$ cat src/rtl/axis_checker_pkg.sv
// Shared types and helpers for the AXI4-Stream pattern checker.
// Holds the FSM state type, error bit positions and the saturating add.
package axis_checker_pkg;

  typedef enum logic [1:0] {
    ST_IDLE = 2'd0,
    ST_RUN  = 2'd1,
    ST_DONE = 2'd2
  } state_t;

  localparam int ERR_DATA = 0;
  localparam int ERR_STRB = 1;
  localparam int ERR_LAST = 2;
  localparam int ERR_NUM  = 3;

  // value + inc, clamped to 2^width-1; width may be at most 32
  function automatic logic [31:0] sat_inc(input logic [31:0] value,
                                          input logic [1:0]  inc,
                                          input int unsigned width);
    logic [32:0] sum;
    logic [32:0] max_val;
    max_val = (33'(1) << width) - 33'(1);
    sum     = {1'b0, value} + {31'b0, inc};
    if (sum > max_val) sum = max_val;
    return sum[31:0];
  endfunction

endpackage

$ cat src/rtl/axis_checker_sat_counter.sv
// Status counter that adds 0..3 per cycle and sticks at its maximum value.
// CNT_WIDTH is limited to 32 bits by the shared saturating-add helper.
module axis_checker_sat_counter
  import axis_checker_pkg::*;
#(
  parameter int CNT_WIDTH = 16
) (
  input  logic                 clk,
  input  logic                 rst,
  input  logic                 clr,
  input  logic [1:0]           inc,
  output logic [CNT_WIDTH-1:0] count
);

  always_ff @(posedge clk or posedge rst) begin
    if (rst) begin
      count <= '0;
    end else if (clr) begin
      count <= '0;
    end else begin
      count <= CNT_WIDTH'(sat_inc(32'(count), inc, CNT_WIDTH));
    end
  end

endmodule

$ cat config.mk
export PLATFORM = sky130hd
export DESIGN_NAME = axis_checker_sat_counter
export DESIGN_NICKNAME = d
export VERILOG_FILES = /design/src/rtl/axis_checker_pkg.sv /design/src/rtl/axis_checker_sat_counter.sv
export SDC_FILE = /design/constraint.sdc
export NUM_CORES = 1
export LEC_CHECK = 0
export ABC_AREA = 1
export CELL_PAD_IN_SITES_DETAIL_PLACEMENT = 2
export CELL_PAD_IN_SITES_GLOBAL_PLACEMENT = 2
export CORE_ASPECT_RATIO = 1.5
export CORE_MARGIN = 2
export CORE_UTILIZATION = 29
export CTS_CLUSTER_DIAMETER = 150
export CTS_CLUSTER_SIZE = 20
export DETAILED_ROUTE_END_ITERATION = 16
export PLACE_DENSITY = 0.8
export SKIP_CTS_REPAIR_TIMING = 1
export SKIP_LAST_GASP = 1
export SYNTH_ARGS = -nofsm -noshare
export SYNTH_HDL_FRONTEND = slang
export SYNTH_SLANG_ARGS = --single-unit
$ cat constraint.sdc
create_clock -name clk -period 2.2 [get_ports clk]
set_input_delay 0.33 -clock clk [delete_from_list [all_inputs] [get_ports clk]]
set_output_delay 0.33 -clock clk [all_outputs]
set_load 0.01 [all_outputs]
## Yosys cells after proc, flatten, opt, wreduce, memory -nomap -nowiden

Cells that the tools add are included.

| operators by class | value |
|---|---|
| add/sub/neg operators | 1 |
| magnitude comparators | 1 |
| mux-type cells | 2 |

Operators with widths:

| kind | number |
|---|---|
| 2-to-1 mux 16 bit | 2 |
| adder 16 x 2 -> 17 bit | 1 |
| greater-than comparator 17 x 16 -> 1 bit, second input constant | 1 |

| storage, ports and cells | value |
|---|---|
| flip-flop bits (word level) | 16 |
| word-level logic and storage cells | 5 |

## Longest topological paths before layout

Gate-level depths: netlist (run 1).

| logic depth | value |
|---|---|
| depth in word-level cells | 4 |
| gate-level depth with buffers | 9 |
| depth with buffers taken out | 9 |

## Least setup slack after synthesis (run 1)

Ideal clock, no wire load.

| timing | value |
|---|---|
| path type | reg2reg |
| start | register count[0] |
| end | register count[3] |
| setup time | 147 ps |
| data arrival time | 1550 ps |
| required time | 2053 ps |
| slack | 503 ps |
| cell stages (with the launch flop) | 8 |
| buffers on the path | 1 |
| clock period less this slack | 1697 ps |
| path through | dfrtp_1 > ha_1 > fa_1 > nand2_2 > nor2_8 > nand4_4 > buf_6 > a21oi_1 |

| between the ends | value |
|---|---|
| word-level cells in the longest chain between the ends | 4 |

Ends and longest elaborated chain:

| item | RTL line | text |
|---|---|---|
| start, declared | axis_checker_sat_counter.sv:12 | `output logic [CNT_WIDTH-1:0] count` |
| start signal, assigned | axis_checker_sat_counter.sv:21 | `count <= CNT_WIDTH'(sat_inc(32'(count), inc, CNT_WIDTH));` |
| adder 16 x 2 -> 17 bit (*) | axis_checker_pkg.sv:23 | `sum = {1'b0, value} + {31'b0, inc};` |
| greater-than comparator 17 x 16 -> 1 bit | axis_checker_pkg.sv:24 | `if (sum > max_val) sum = max_val;` |
| 2-to-1 mux 16 bit (*) | axis_checker_pkg.sv:24 |  |
| 2-to-1 mux 16 bit (*) | axis_checker_sat_counter.sv:18 | `end else if (clr) begin` |

Mark *: on every way between the ends. The rest lies on a longest branch, timed or not.

## Final worst setup path (run 1)

| timing | value |
|---|---|
| start | input inc[0] |
| end | register count[13] |

| between the ends | value |
|---|---|
| word-level cells in the longest chain between the ends | 4 |

Ends and longest elaborated chain:

| item | RTL line | text |
|---|---|---|
| start, declared | axis_checker_sat_counter.sv:11 | `input logic [1:0] inc,` |
| adder 16 x 2 -> 17 bit (*) | axis_checker_pkg.sv:23 |  |
| greater-than comparator 17 x 16 -> 1 bit | axis_checker_pkg.sv:24 |  |
| 2-to-1 mux 16 bit (*) | axis_checker_pkg.sv:24 |  |
| 2-to-1 mux 16 bit (*) | axis_checker_sat_counter.sv:18 |  |

Marked as above.

==> results of run 1 <==
## cell families (layout without fill, tap and decap cells)
logic type / count (synthesis) / in the layout / share of synthesized area
flip-flops: 16 / 16 / 0.407
adder cells (fa/ha/maj): 3 / 3 / 0.0457
XOR/XNOR: 8 / 8 / 0.0712
AND/OR/NAND/NOR: 58 / 58 / 0.294
buffers and inverters: 19 / 42 / 0.0800
AO/OA/AOI/OAI: 15 / 15 / 0.103
## through the flow
| step | area (µm²) | cells |
|---|---|---|
| 6_report | 1280 | 182 |
| 5_1_grt | 1280 | 182 |
| 4_1_cts | 1280 | 182 |
| 3_5_place_dp | 1230 | 178 |
| 3_3_place_gp | 1230 | 178 |
| 2_1_floorplan | 985 | 119 |
## worst reg2reg max path, delay by kind of cell, from the launching register on
kind | cells | cell delay [ps]
fa+ha+maj | 2 | 630
buf+inv | 1 | 40
flops | 1 | 380
simple gates | 5 | 720
## where the power goes
part / switching, mW / leakage [nW] / internal, mW / total (mW)
combinational: 0.0415 / 0.326 / 0.0386 / 0.0802
clock: 0.104 / 0.0288 / 0.159 / 0.263
sequential: 0.0111 / 0.221 / 0.303 / 0.314
## worst paths after layout
check / from / end / slack, ps / cells past startpoint
worst min register to register: count[15] / count[15] / 610 / 3
worst max-delay path: inc[0] / count[13] / 210 / 9
worst min-delay path: rst / count[8] / 460 / 2
worst max register to register: count[0] / count[13] / 330 / 8
min in group clk: count[15] / count[15] / 610 / 3
max in group asynchronous: rst / count[11] / 1320 / 2
## metal layers
layer  part of all wire  GRT usage  vias up
met5                  0          0        -
met2               0.60      0.365       18
met4              0.015     0.0702        0
met1               0.36      0.189      418
li1                   -          -      423
met3              0.025     0.0196        4
## final cells by class
type | instances | area share
well taps | 40 | 0.0390
flip-flops and latches | 16 | 0.312
inverters | 17 | 0.0498
multi-input cells | 84 | 0.394
clock buffers | 4 | 0.0429
repair buffers | 21 | 0.162
## synthesized netlist by cell type, drive strengths merged
cell    number  area, µm²
a21oi       13       91.3
buf          2       15.0
dfrtp       16        400
fa           1       20.0
ha           2       25.0
inv         17       63.8
nand2       31        119
nand3        8       45.0
nand3b       1       7.51
nand4        5       46.3
nor2        12       61.3
nor3         1       10.0
o21ai        2       10.0
xnor2        3       26.3
xor2         5       43.8
==> out/qor.yml, run 1 <==
final_util: 0.402
ys_seq_area_frac: 0.407
yosysUniqueCellTypes: 22
regMostFlops: "count"
grt_first_pass_wirelength_um: 5060
cts_made_buffers: 3
drtIter0Drc: 3
path_buf_inv: 2
gp_congestion: 0.727
synthCells: 119
tightest_slew_ps: 642
slowest_stage: "clkdlybuf4s50_1"
max_freq_mhz: 502
ioPinCount: 21
cts_tree: "yes"
layout_min_cycle_time_ps: 1990
largest_register_ffs: 16
hold_viol: 0
slew_headroom: 0.571
yosysWarningCount: 0
grt_pass1_vias: 1043
initial_core_util: 0.309
cellPowerDensity_mw_per_mm2: 512
syn_area_um2: 985
dr_total_vias: 863
finalWirelength_um: 2920
worstSetupPathType: "in2reg"
rows: 25
layout_common_cells: "nand2_1 (30), clkdlybuf4s50_1 (20), inv_1 (17)"
seqCellArea_um2: 400
grt_max_degree: 17
layout_commonest_cell: "nand2_1"
max_cap_viol_count: 0
cp-end-kind: "flip-flop"
syn_to_final_growth_pct: 30.2
crit_family: "simple AND/OR/NAND/NOR gates"
arrival_ps: 2190
finalWorstSetupSlack_ps: 208
routedWlPerCell_um: 16.1
fin_total_pwr_mw: 0.657
syn_nets: 127
clk_path_buf_depth: 2
hpwl_um: 2270
report.final.slew_viol_count: 0
rsz0062_at_grt: "false"
path_clk_slew_ps: 70
core_mm2: 0.00319
dieArea_mm2: 0.00389
clock_skew_ps: 5.00
setup_viol: 0
insertion_delay_ps: 250
fin_tns_setup_ps: 0
p_leak_nw: 0.575
clock-sinks: 16
max_stage_delay_ps: 460
synth_seq_cells: 16
antenna_cells: 0
crit_fanout: 16
grt_usage: 0.182
hold_path.class: "in2async"
ir_drop_mv: 0.541
num-nets-final: 151
dieHeight_um: 75.4
portBuffers: 20
drive_gt1_frac: 0.120
required_ps: 2390
gr-total-overflow: 0
holdWs_ps: 459
multi_input_area_um2: 505
min_period_over_period: 0.905
worstPathCellList: "clkdlybuf4s50_1, ha_1, fa_1, nand2_2, nor2_8, nand4_4, nand3_1, nand2_1, inv_1"
place_worst_setup_slack_ps: -31.1
htree_num_levels: 1
drc: 0
dr.pass1.iters: 3
antenna_found_initial: 0
top_regs: "count: 16 flops"
fp.dieW_um: 51.6
vias_per_cell: 4.74
cts-root-buf: "clkbuf_8"
antenna_left: 0
startpoint_type: "input port"
fillers: 394
synth.avg_cell_area_um2: 8.27
outcome: "finished clean"
No activity file was read; power rests on OpenSTA's default activity.
==> run 2, diff against run 1 <==
--- a/config.mk
+++ b/config.mk
@@ -10,11 +10,11 @@
 export CELL_PAD_IN_SITES_GLOBAL_PLACEMENT = 2
 export CORE_ASPECT_RATIO = 1.5
 export CORE_MARGIN = 2
-export CORE_UTILIZATION = 29
+export CORE_UTILIZATION = 31
 export CTS_CLUSTER_DIAMETER = 150
 export CTS_CLUSTER_SIZE = 20
 export DETAILED_ROUTE_END_ITERATION = 16
-export PLACE_DENSITY = 0.8
+export PLACE_DENSITY = 0.91
 export SKIP_CTS_REPAIR_TIMING = 1
 export SKIP_LAST_GASP = 1
 export SYNTH_ARGS = -nofsm -noshare
==> constraint.sdc (replaced) <==
create_clock -name clk -period 2.3 [get_ports clk]
set_input_delay 0.345 -clock clk [delete_from_list [all_inputs] [get_ports clk]]
set_output_delay 0.345 -clock clk [all_outputs]
set_load 0.01 [all_outputs]
==> run 2 against run 1 <==
Effect of this change: hold slack better by 28 ps; final cell count down 0.55%; global-route usage up 0.34 points; sequential cell count unchanged; critical endpoint is now count[9]; highest routed layer unchanged.
==> out/qor.yml, run 2 (synthesis results as in run 1) <==
top_regs: "count: 16 flops"
dieArea_mm2: 0.00365
dieHeight_um: 73.0
startpoint_type: "input port"
finalWirelength_um: 2970
hpwl_um: 2220
grt_first_pass_wirelength_um: 5040
fp.dieW_um: 50.0
gr-total-overflow: 0
rsz0062_at_grt: "false"
initial_core_util: 0.318
grt_pass1_vias: 1044
regMostFlops: "count"
clock-sinks: 16
p_leak_nw: 0.568
fin_tns_setup_ps: 0
largest_register_ffs: 16
rows: 25
max_freq_mhz: 507
layout_common_cells: "nand2_1 (30), clkdlybuf4s50_1 (20), inv_1 (17)"
max_cap_viol_count: 0
drc: 0
portBuffers: 20
clock_skew_ps: 1.66
drtIter0Drc: 10
min_period_over_period: 0.858
gp_congestion: 0.804
syn_to_final_growth_pct: 28.8
report.final.slew_viol_count: 0
required_ps: 2450
holdWs_ps: 487
ioPinCount: 21
tightest_slew_ps: 668
hold_viol: 0
antenna_left: 0
cts-root-buf: "clkbuf_8"
worstPathCellList: "clkdlybuf4s50_1, ha_1, fa_1, nand2_2, nor2_8, nand4_4, nand3_1, nand2_1, inv_1"
clk_path_buf_depth: 2
hold_path.class: "in2async"
layout_commonest_cell: "nand2_1"
max_stage_delay_ps: 420
htree_num_levels: 1
slew_headroom: 0.554
insertion_delay_ps: 250
num-nets-final: 151
routedWlPerCell_um: 16.4
cellPowerDensity_mw_per_mm2: 467
grt_usage: 0.185
arrival_ps: 2120
fin_total_pwr_mw: 0.593
cts_tree: "yes"
ir_drop_mv: 0.232
dr.pass1.iters: 4
core_mm2: 0.00310
vias_per_cell: 4.93
path_clk_slew_ps: 60
layout_min_cycle_time_ps: 1970
worstSetupPathType: "in2reg"
slowest_stage: "fa_1"
cts_made_buffers: 3
drive_gt1_frac: 0.113
antenna_cells: 0
crit_fanout: 16
setup_viol: 0
cp-end-kind: "flip-flop"
dr_total_vias: 892
outcome: "finished clean"
antenna_found_initial: 0
grt_max_degree: 17
==> run 2: cell count changes in the layout (fill, tap and decap cells not counted), sizes merged <==
cell and delta:
clkbuf -1
==> run 2: worst paths after layout <==
kind,start,to,slack [ps],cells past startpoint
setup / recovery,inc[0],count[9],330,9
hold reg to reg,count[15],count[15],620,3
hold / removal,rst,count[10],490,2
max in group asynchronous,rst,count[5],1380,2
min in group clk,count[15],count[15],620,3
setup reg to reg,count[0],count[9],450,8
==> run 2: final cells by class <==
cell class	count	area [µm²]
Clock buffer	3	41.3
Inverter	17	63.8
Timing Repair Buffer	21	208
Tap cell	40	50.0
Fill cell	351	1830
Multi-Input combinational cell	84	505
Sequential cell	16	400
==> run 2: metrics by stage <==
step | area, µm² | worst slack (ps) | instances | utilization
finish | 1270 | 326 | 181 | 0.410
global route | 1270 | 193 | 181 | 0.410
CTS | 1270 | 319 | 181 | 0.410
detailed placement | 1230 | 45.5 | 178 | 0.396
global placement | 1230 | 113 | 178 | 0.396
floorplan | 985 | 603 | 119 | -
==> run 2: worst max-delay path: cells and delay by family <==
kind | cells | cell delay, ps
adders and majority gates | 2 | 650
buffers and inverters | 2 | 440
and+or+nand+nor | 5 | 690
==> run 2: metal layers <==
layer	share of wire	vias to the layer above	wire (µm)	global-route usage
li1	-	425	-	-
met1	0.39	437	1160	0.196
met2	0.56	22	1650	0.348
met3	0.030	8	88	0.0348
met4	0.024	0	72	0.0802
met5	0	-	0	0
==> run 2: report_power, final <==
group          switching (mW)  internal, mW
combinational          0.0402        0.0369
clock                  0.0988         0.116
sequential             0.0106         0.290
total                   0.150         0.443
==> run 3, diff against run 2 <==
--- a/config.mk
+++ b/config.mk
@@ -5,16 +5,15 @@
 export SDC_FILE = /design/constraint.sdc
 export NUM_CORES = 1
 export LEC_CHECK = 0
-export ABC_AREA = 1
 export CELL_PAD_IN_SITES_DETAIL_PLACEMENT = 2
 export CELL_PAD_IN_SITES_GLOBAL_PLACEMENT = 2
 export CORE_ASPECT_RATIO = 1.5
 export CORE_MARGIN = 2
-export CORE_UTILIZATION = 31
+export CORE_UTILIZATION = 32
 export CTS_CLUSTER_DIAMETER = 150
 export CTS_CLUSTER_SIZE = 20
 export DETAILED_ROUTE_END_ITERATION = 16
-export PLACE_DENSITY = 0.91
+export PLACE_DENSITY = 0.9
 export SKIP_CTS_REPAIR_TIMING = 1
 export SKIP_LAST_GASP = 1
 export SYNTH_ARGS = -nofsm -noshare
==> run 3 against run 2 <==
Effect of this change: global-route usage rose by 0.67 points; final area fell by 5.4%; synthesized area shrank 10%; die area down 12%; non-clock buffer count grew 5; first-iteration DRC count decreased by 10%; clock power shrank 2%; routed wire length shrank 11%; clock skew is 1.5 ps higher; total power is 2.9% higher; combinational power up 32%; utilization grew 4.4 points.
==> out/qor.yml, run 3 <==
hold_viol: 0
grt_first_pass_wirelength_um: 4250
initial_core_util: 0.334
rsz0062_at_grt: "false"
crit_fanout: 3
syn_nets: 93
fp.dieW_um: 46.9
drive_gt1_frac: 0.127
report.final.slew_viol_count: 0
cp-end-kind: "flip-flop"
gp_congestion: 0.788
drc: 0
fin_tns_setup_ps: 0
htree_num_levels: 1
synthArstFlopShare: 1.00
syn_area_um2: 885
clock_skew_ps: 3.19
yosys.area.top_type: "dfrtp_1"
ys_seq_area_frac: 0.453
required_ps: 2400
hpwl_um: 1890
rows: 23
vias_per_cell: 5.26
grt_usage: 0.192
layout_common_cells: "clkdlybuf4s50_1 (20), dfrtp_1 (16), a21oi_1 (13)"
syn_to_final_growth_pct: 35.6
insertion_delay_ps: 250
max_cap_viol_count: 0
cts-root-buf: "clkbuf_8"
core_mm2: 0.00265
cellPowerDensity_mw_per_mm2: 508
synth_edf_count: 0
min_period_over_period: 0.919
outcome: "finished clean"
worstSetupPathType: "in2reg"
synth.avg_cell_area_um2: 10.4
setup_viol: 0
drtIter0Drc: 9
grt_pass1_vias: 838
layout_min_cycle_time_ps: 2110
cts_tree: "yes"
netlist_top_cells_count: "dfrtp_1 (16), a21oi_1 (13), xor2_1 (7)"
post-synth-top-count-cell: "dfrtp_1"
ioPinCount: 21
path_clk_slew_ps: 60
tightest_slew_ps: 657
finalWirelength_um: 2630
final_util: 0.453
yosysTopAreaCellShare: 0.453
reg2reg_depth: 7
clk_path_buf_depth: 2
dieHeight_um: 68.4
synth.area.top_cells: "dfrtp_1 (45%), a21oi_1 (7.4%), xor2_1 (6.9%)"
dieArea_mm2: 0.00321
yosysWarningCount: 0
layout_commonest_cell: "clkdlybuf4s50_1"
portBuffers: 20
dr_total_vias: 773
fin_total_pwr_mw: 0.610
dr.pass1.iters: 3
arrival_ps: 2210
antenna_left: 0
antenna_cells: 0
regMostFlops: "count"
largest_register_ffs: 16
cts_made_buffers: 3
synthCells: 85
grt_max_degree: 17
num-nets-final: 120
clock-sinks: 16
routedWlPerCell_um: 17.9
ir_drop_mv: 0.209
ys.flop_type: "dfrtp_1"
antenna_found_initial: 0
gr-total-overflow: 0
max_freq_mhz: 473
hold_path.class: "in2async"
synth_seq_cells: 16
fillers: 305
top_regs: "count: 16 flops"
slew_headroom: 0.562
startpoint_type: "input port"
yosysUniqueCellTypes: 30
p_leak_nw: 0.541
run 3: kinds of logic (layout without fill, tap and decap cells):
kind of cell             count (synthesis)  after routing  share of synthesized area
AND/OR/NAND/NOR                         29             29                      0.229
adder cells (fa/ha/maj)                  3              3                     0.0509
XOR/XNOR                                10             10                     0.0990
flip-flops                              16             16                      0.453
AO/OA/AOI/OAI                           19             19                      0.122
buffers and inverters                    8             33                     0.0467
run 3: layer usage:
layer	track usage	vias to the layer above	routed length, µm
li1	-	355	-
met1	0.223	397	1060
met2	0.334	16	1460
met3	0.0185	5	49
met4	0.101	0	59
met5	0	-	0
run 3: critical path: stages:
cell	delay, ps
clkdlybuf4s50_1	410
ha_1	230
fa_1	420
and3_1	240
buf_4	140
and3_1	170
xnor2_1	160
a21oi_1	90
run 3: per-stage QoR:
stage	instance area (µm²)	setup WS (ps)	hold slack, ps	instances
global placement	1150	-34.0	529	144
floorplan	885	404	259	85
detailed placement	1150	-164	538	144
global route	1200	104	553	147
finish	1200	186	491	147
CTS	1190	72.9	531	147
run 3: path summary, 6_finish.rpt:
| kind | to | startpoint | slack, ps |
|---|---|---|---|
| worst max-delay path | count[10] | inc[0] | 190 |
| worst min-delay path | count[1] | rst | 490 |
| worst max register to register | count[10] | count[0] | 340 |
| worst min register to register | count[12] | count[12] | 540 |
| max in group asynchronous | count[11] | rst | 1380 |
| min in group clk | count[12] | count[12] | 540 |
run 3: power by group:
part	leakage [nW]	internal [mW]	switching, mW	total, mW
registers	0.221	0.290	0.00727	0.297
clock network	0.0216	0.116	0.0949	0.211
logic	0.299	0.0486	0.0529	0.102
run 3: layout make-up:
type	count	area, µm²	area share
clock buffer	3	41.3	0.0344
inverter	4	15.0	0.0125
multi-input combinational	61	452	0.376
sequential	16	400	0.334
tap	37	46.3	0.0386
timing repair buffer	26	245	0.204
==> patch 1, RTL diff (config.mk and constraints of run 1) <==
The parameter `CNT_WIDTH` goes from 16 to 32.
--- a/src/rtl/axis_checker_sat_counter.sv
+++ b/src/rtl/axis_checker_sat_counter.sv
@@ -5,3 +5,3 @@
 #(
-  parameter int CNT_WIDTH = 16
+  parameter int CNT_WIDTH = 32
 ) (
Ports: changed (resized count); port bits go from 21 to 37. No check against the original RTL was run, so the function may have changed too.
==> patch 1 against run 1 <==
- first-iteration DRC count grew to 20 times the old value
- final area up 120%
- setup slack improved by 0.0052 ns
- synthesized area increased by 120%
- utilization is 0.60 points lower
- critical path depth rose by 2
- routed wire length grew to 2.5 times the old value
- maximum frequency is 0.26% higher
- sequential cell count rose by 16
- total power grew 84%
- global-route usage rose by 1.7 points
- largest cell class unchanged
- largest power group unchanged
==> patch 1: results (changes against run 1) <==
placed_design:
  globalplace.congestion: 0.778  # +7.1%
  dp_hpwl_mm: 5.88  # +160%
  portBuffers: 36  # +80%
  dpl_cell_area_um2: 2770  # +130%
  dp.cells: 441  # +150%
  dp_slack_ns: -0.152  # -0.121 ns
final_layout:
  nNetsFinal: 356  # +140%
  instances_no_fill: 449  # +150%
  drive_gt1_share_pct: 17.8  # +5.8 points
  reg_top3: "count (32)"
detailed_routing:
  routedWlPerCell_um: 16.5  # +2.5%
  drc_errors: 0  # unchanged
  wl_met1_mm: 2.77  # +160%
  dr_wl_met3_um: 160  # +120%
  wl_met2_mm: 4.30  # +150%
  drt-initial-drc-count: 61  # +58
clock_tree:
  clkLatencyLatePin_ns: 0.30  # +0.05 ns
  ctsHtreeMaxLevel: 2  # +1
  cts_buffers: 5  # +2
synthesis:
  ys_types: 24  # +9.1%
  synth_fp_nets: 302  # +140%
  yosys.area_share.adder_pct: 2.08  # -2.5 points
  synthTopCellsByCount: "nand2_1 (101), nor2_1 (45), dfrtp_1 (32), inv_1 (29), a21oi_2 (26)"
  synth.area.top_cells: "dfrtp_1 (37%), nand2_1 (18%), a21oi_2 (11%)"
  seq_area_frac_synth_pct: 37.0  # -3.6 points
  synth_top_family_by_area: "simple AND/OR/NAND/NOR gates"
  synth_compound_area_share_pct: 11.2  # +0.93 points
global_routing:
  grt_use_met2_pct: 38.9  # +2.5 points
  use_met3_pct: 3.02  # +1.1 points
  grtUsageTotal_pct: 19.9  # +1.7 points
  grt_use_met1_pct: 21.1  # +2.1 points
  grt_max_degree: 33  # +16
  grt_pass1_wl_mm: 12.0  # +140%
  grt_pass1_vias: 2383  # +130%
setup_path:
  r2r_setup_slack_ns: 0.32
  r2r_cells: 11  # +3
  endpoint: "count[22]$_DFF_PP0_"
  r2r_end: "count[21]$_DFF_PP0_"
  crit_family: "buffers and inverters"
  path_max_fanout: 3  # -13
power:
  leakage_nw: 1.19  # +110%
  p_sw_mw: 0.313  # +100%
  p_comb_mw: 0.113  # +41%
  ir_worst_vdd_mv: 0.257  # -53%
  seq_power_mw: 0.610  # +94%
  powerDensity_nw_per_um2: 423  # -17%
timing:
  period_share_pct: 90.3  # -0.24 points
  skew_ns: 0.00940  # +0.00439 ns
  worstMarginPinSlew_ns: 0.445  # -0.197 ns
run_status:
  status: "completed"
## patch 1: changes by cell type after synthesis, moves of 6 or more
cell     delta
inv_1      +12
a21oi_2    +19
nand3_1    +10
dfrtp_1    +16
nor2_1     +34
a21oi_1     -6
xnor2_1     +6
nand2_1    +71
## patch 1: final cells by class
class,instances,area [um2]
fillers,898,4370
multi-input cells,226,1200
flip-flops and latches,32,801
repair buffers,53,526
well taps,100,125
inverters,30,113
clock buffers,6,82.6
clock inverters,2,10.0
## patch 1: worst min path at each step
| stage | to | start | slack [ns] |
|---|---|---|---|
| finish | count[6]$_DFF_PP0_ | rst | 0.43 |
| global route | count[6]$_DFF_PP0_ | rst | 0.48 |
| CTS | count[9]$_DFF_PP0_ | rst | 0.45 |
| detailed placement | count[11]$_DFF_PP0_ | count[11]$_DFF_PP0_ | 0.64 |
| global placement | count[14]$_DFF_PP0_ | count[14]$_DFF_PP0_ | 0.63 |
| floorplan | count[0]$_DFF_PP0_ | rst | 0.45 |
==> patch 2, RTL diff (settings of run 1) <==
Without the edit above. Reset style: synchronous (`rst`), changed in one clocked block.
--- a/src/rtl/axis_checker_sat_counter.sv
+++ b/src/rtl/axis_checker_sat_counter.sv
@@ -14,3 +14,3 @@
 
-  always_ff @(posedge clk or posedge rst) begin
+  always_ff @(posedge clk) begin
     if (rst) begin
Function: differs if rst is asserted again (counterexample within 4 cycles, from zero or initial values and one cycle with rst high); with rst held inactive, the same outputs for 10 cycles.
==> patch 2 against run 1 <==
- routed wire length is 8.4% lower
- setup slack better by 0.15 ns
- hold slack better by 0.15 ns
- first-iteration DRC count is 33% higher
- final area is 4.4% lower
- cell count is 1.6% higher
- synthesized area is 5.0% lower
- sequential cell count stayed put
- die area is 4.6% lower
- clock skew is 0.0020 ns lower
- critical path type unchanged
Power is not compared: it rests on default switching activity, and its combinational part moved more than twofold at a synthesized area within 25%.
==> patch 2: results (changes against run 1) <==
run_status:
  status: "completed"
placed_design:
  dp.cells: 181  # +1.7%
  globalplace.congestion: 0.758  # +4.3%
  dpl_cell_area_um2: 1170  # -4.6%
  dp_slack_ns: 0.0629  # +0.0939 ns
  dp_hpwl_mm: 2.13  # -6.1%
detailed_routing:
  viasPerCell: 4.71  # -0.60%
  dr.pass1.iters: 4  # +1
  drt-initial-drc-count: 4  # +1
  wirelength_mm: 2.68  # -8.4%
  routedWlPerCell_um: 14.5  # -9.9%
global_routing:
  grt_pass1_wl_mm: 4.60  # -9.0%
  use_met3_pct: 2.03  # +0.072 points
  grt_pass1_vias: 1002  # -3.9%
  grt_max_degree: 14  # -3
  grtUsageTotal_pct: 16.9  # -1.3 points
  grt_use_met2_pct: 32.7  # -3.7 points
timing:
  hold_ws_ns: 0.605  # +0.147 ns
  skew_ns: 0.00301  # -0.00200 ns
  slew-limit-headroom_pct: 68.1  # +11 points
final_layout:
  fillers: 384  # -2.5%
  nNetsFinal: 154  # +2.0%
  drive_gt1_share_pct: 13.1  # +1.1 points
synthesis:
  synth_mux_area_share_pct: 0  # unchanged
  ys.flop_type: "dfxtp_1"
  yosys.area_share.adder_pct: 4.81  # +0.24 points
  synth_fp_nets: 131  # +3.1%
  ys_types: 26  # +18%
  seq_area_frac_synth_pct: 34.2  # -6.4 points
  async_reset_ff_share_pct: 0  # -100 points
  synth-xor-area-share_pct: 7.49  # +0.37 points
  synth_compound_area_share_pct: 9.36  # -0.93 points
  synthTopCellsByCount: "nand2_1 (30), dfxtp_1 (16), inv_1 (16), a21oi_1 (11), nor2_1 (9)"
  synth.area.top_cells: "dfxtp_1 (34%), nand2_1 (12%), inv_1 (6.4%)"
clock_tree:
  clkLatencyLatePin_ns: 0.25  # about the same
  clkTransAtPathRegs_ns: 0.07  # about the same
setup_path:
  r2r_end: "count[13]$_SDFF_PP0_"
  rr_startpoint: "count[0]$_SDFF_PP0_"
  slowest_stage: "clkdlybuf4s50_1"
  r2r_setup_slack_ns: 0.56  # +0.23 ns
  critPathArrivalTime_ns: 2.02  # -0.17 ns
  path_max_fanout: 7  # -9
worst_hold_path:
  hold_class: "reg2reg"
-- patch 2: cell types whose count changed in the layout (fill, tap and decap cells not counted), sizes merged --
| cell | delta |
|---|---|
| xor2 | +1 |
| xnor2 | -1 |
| nor2 | +2 |
| dfxtp | +16 |
| dfrtp | -16 |
| nand2 | +3 |
| nand4 | -2 |
| buf | -1 |
| o21ai | +1 |
-- patch 2: worst max path at each step --
stage | start | end | slack, ns | depth (start not counted)
2_1_floorplan | inc[0] | count[11]$_SDFF_PP0_ | 0.61 | 9
3_3_place_gp | inc[0] | count[13]$_SDFF_PP0_ | 0.12 | 9
3_5_place_dp | inc[0] | count[5]$_SDFF_PP0_ | 0.06 | 9
4_1_cts | inc[0] | count[15]$_SDFF_PP0_ | 0.32 | 9
5_1_grt | inc[0] | count[15]$_SDFF_PP0_ | 0.22 | 9
6_report | inc[0] | count[15]$_SDFF_PP0_ | 0.36 | 9
-- patch 2: area by class of cell --
class / count / area share [%]
Inverter: 17 / 5.20
Multi-Input combinational cell: 88 / 43.8
Tap cell: 40 / 4.08
Sequential cell: 16 / 26.1
Clock buffer: 4 / 4.49
Timing Repair Buffer: 20 / 16.3
-- patch 2: kinds of logic after synthesis --
logic type | Yosys count
flip-flops | 16
buffers and inverters | 19
adder cells (fa/ha/maj) | 3
XOR/XNOR | 8
AO/OA/AOI/OAI | 16
AND/OR/NAND/NOR | 61
-- patch 2: power breakdown --
group	internal (mW)	total, mW	switching (mW)	leakage [nW]
clock	0.159	0.263	0.104	0.0288
combinational	0.0164	0.0314	0.0150	0.351
sequential	0.292	0.295	0.00248	0.129
-- patch 2: layer usage --
metal	wire (um)	vias up	share of wire [%]
met5	0	-	0
met4	55	0	2.1
met3	72	6	2.7
met2	1530	21	57
met1	1020	412	38
li1	-	433	-
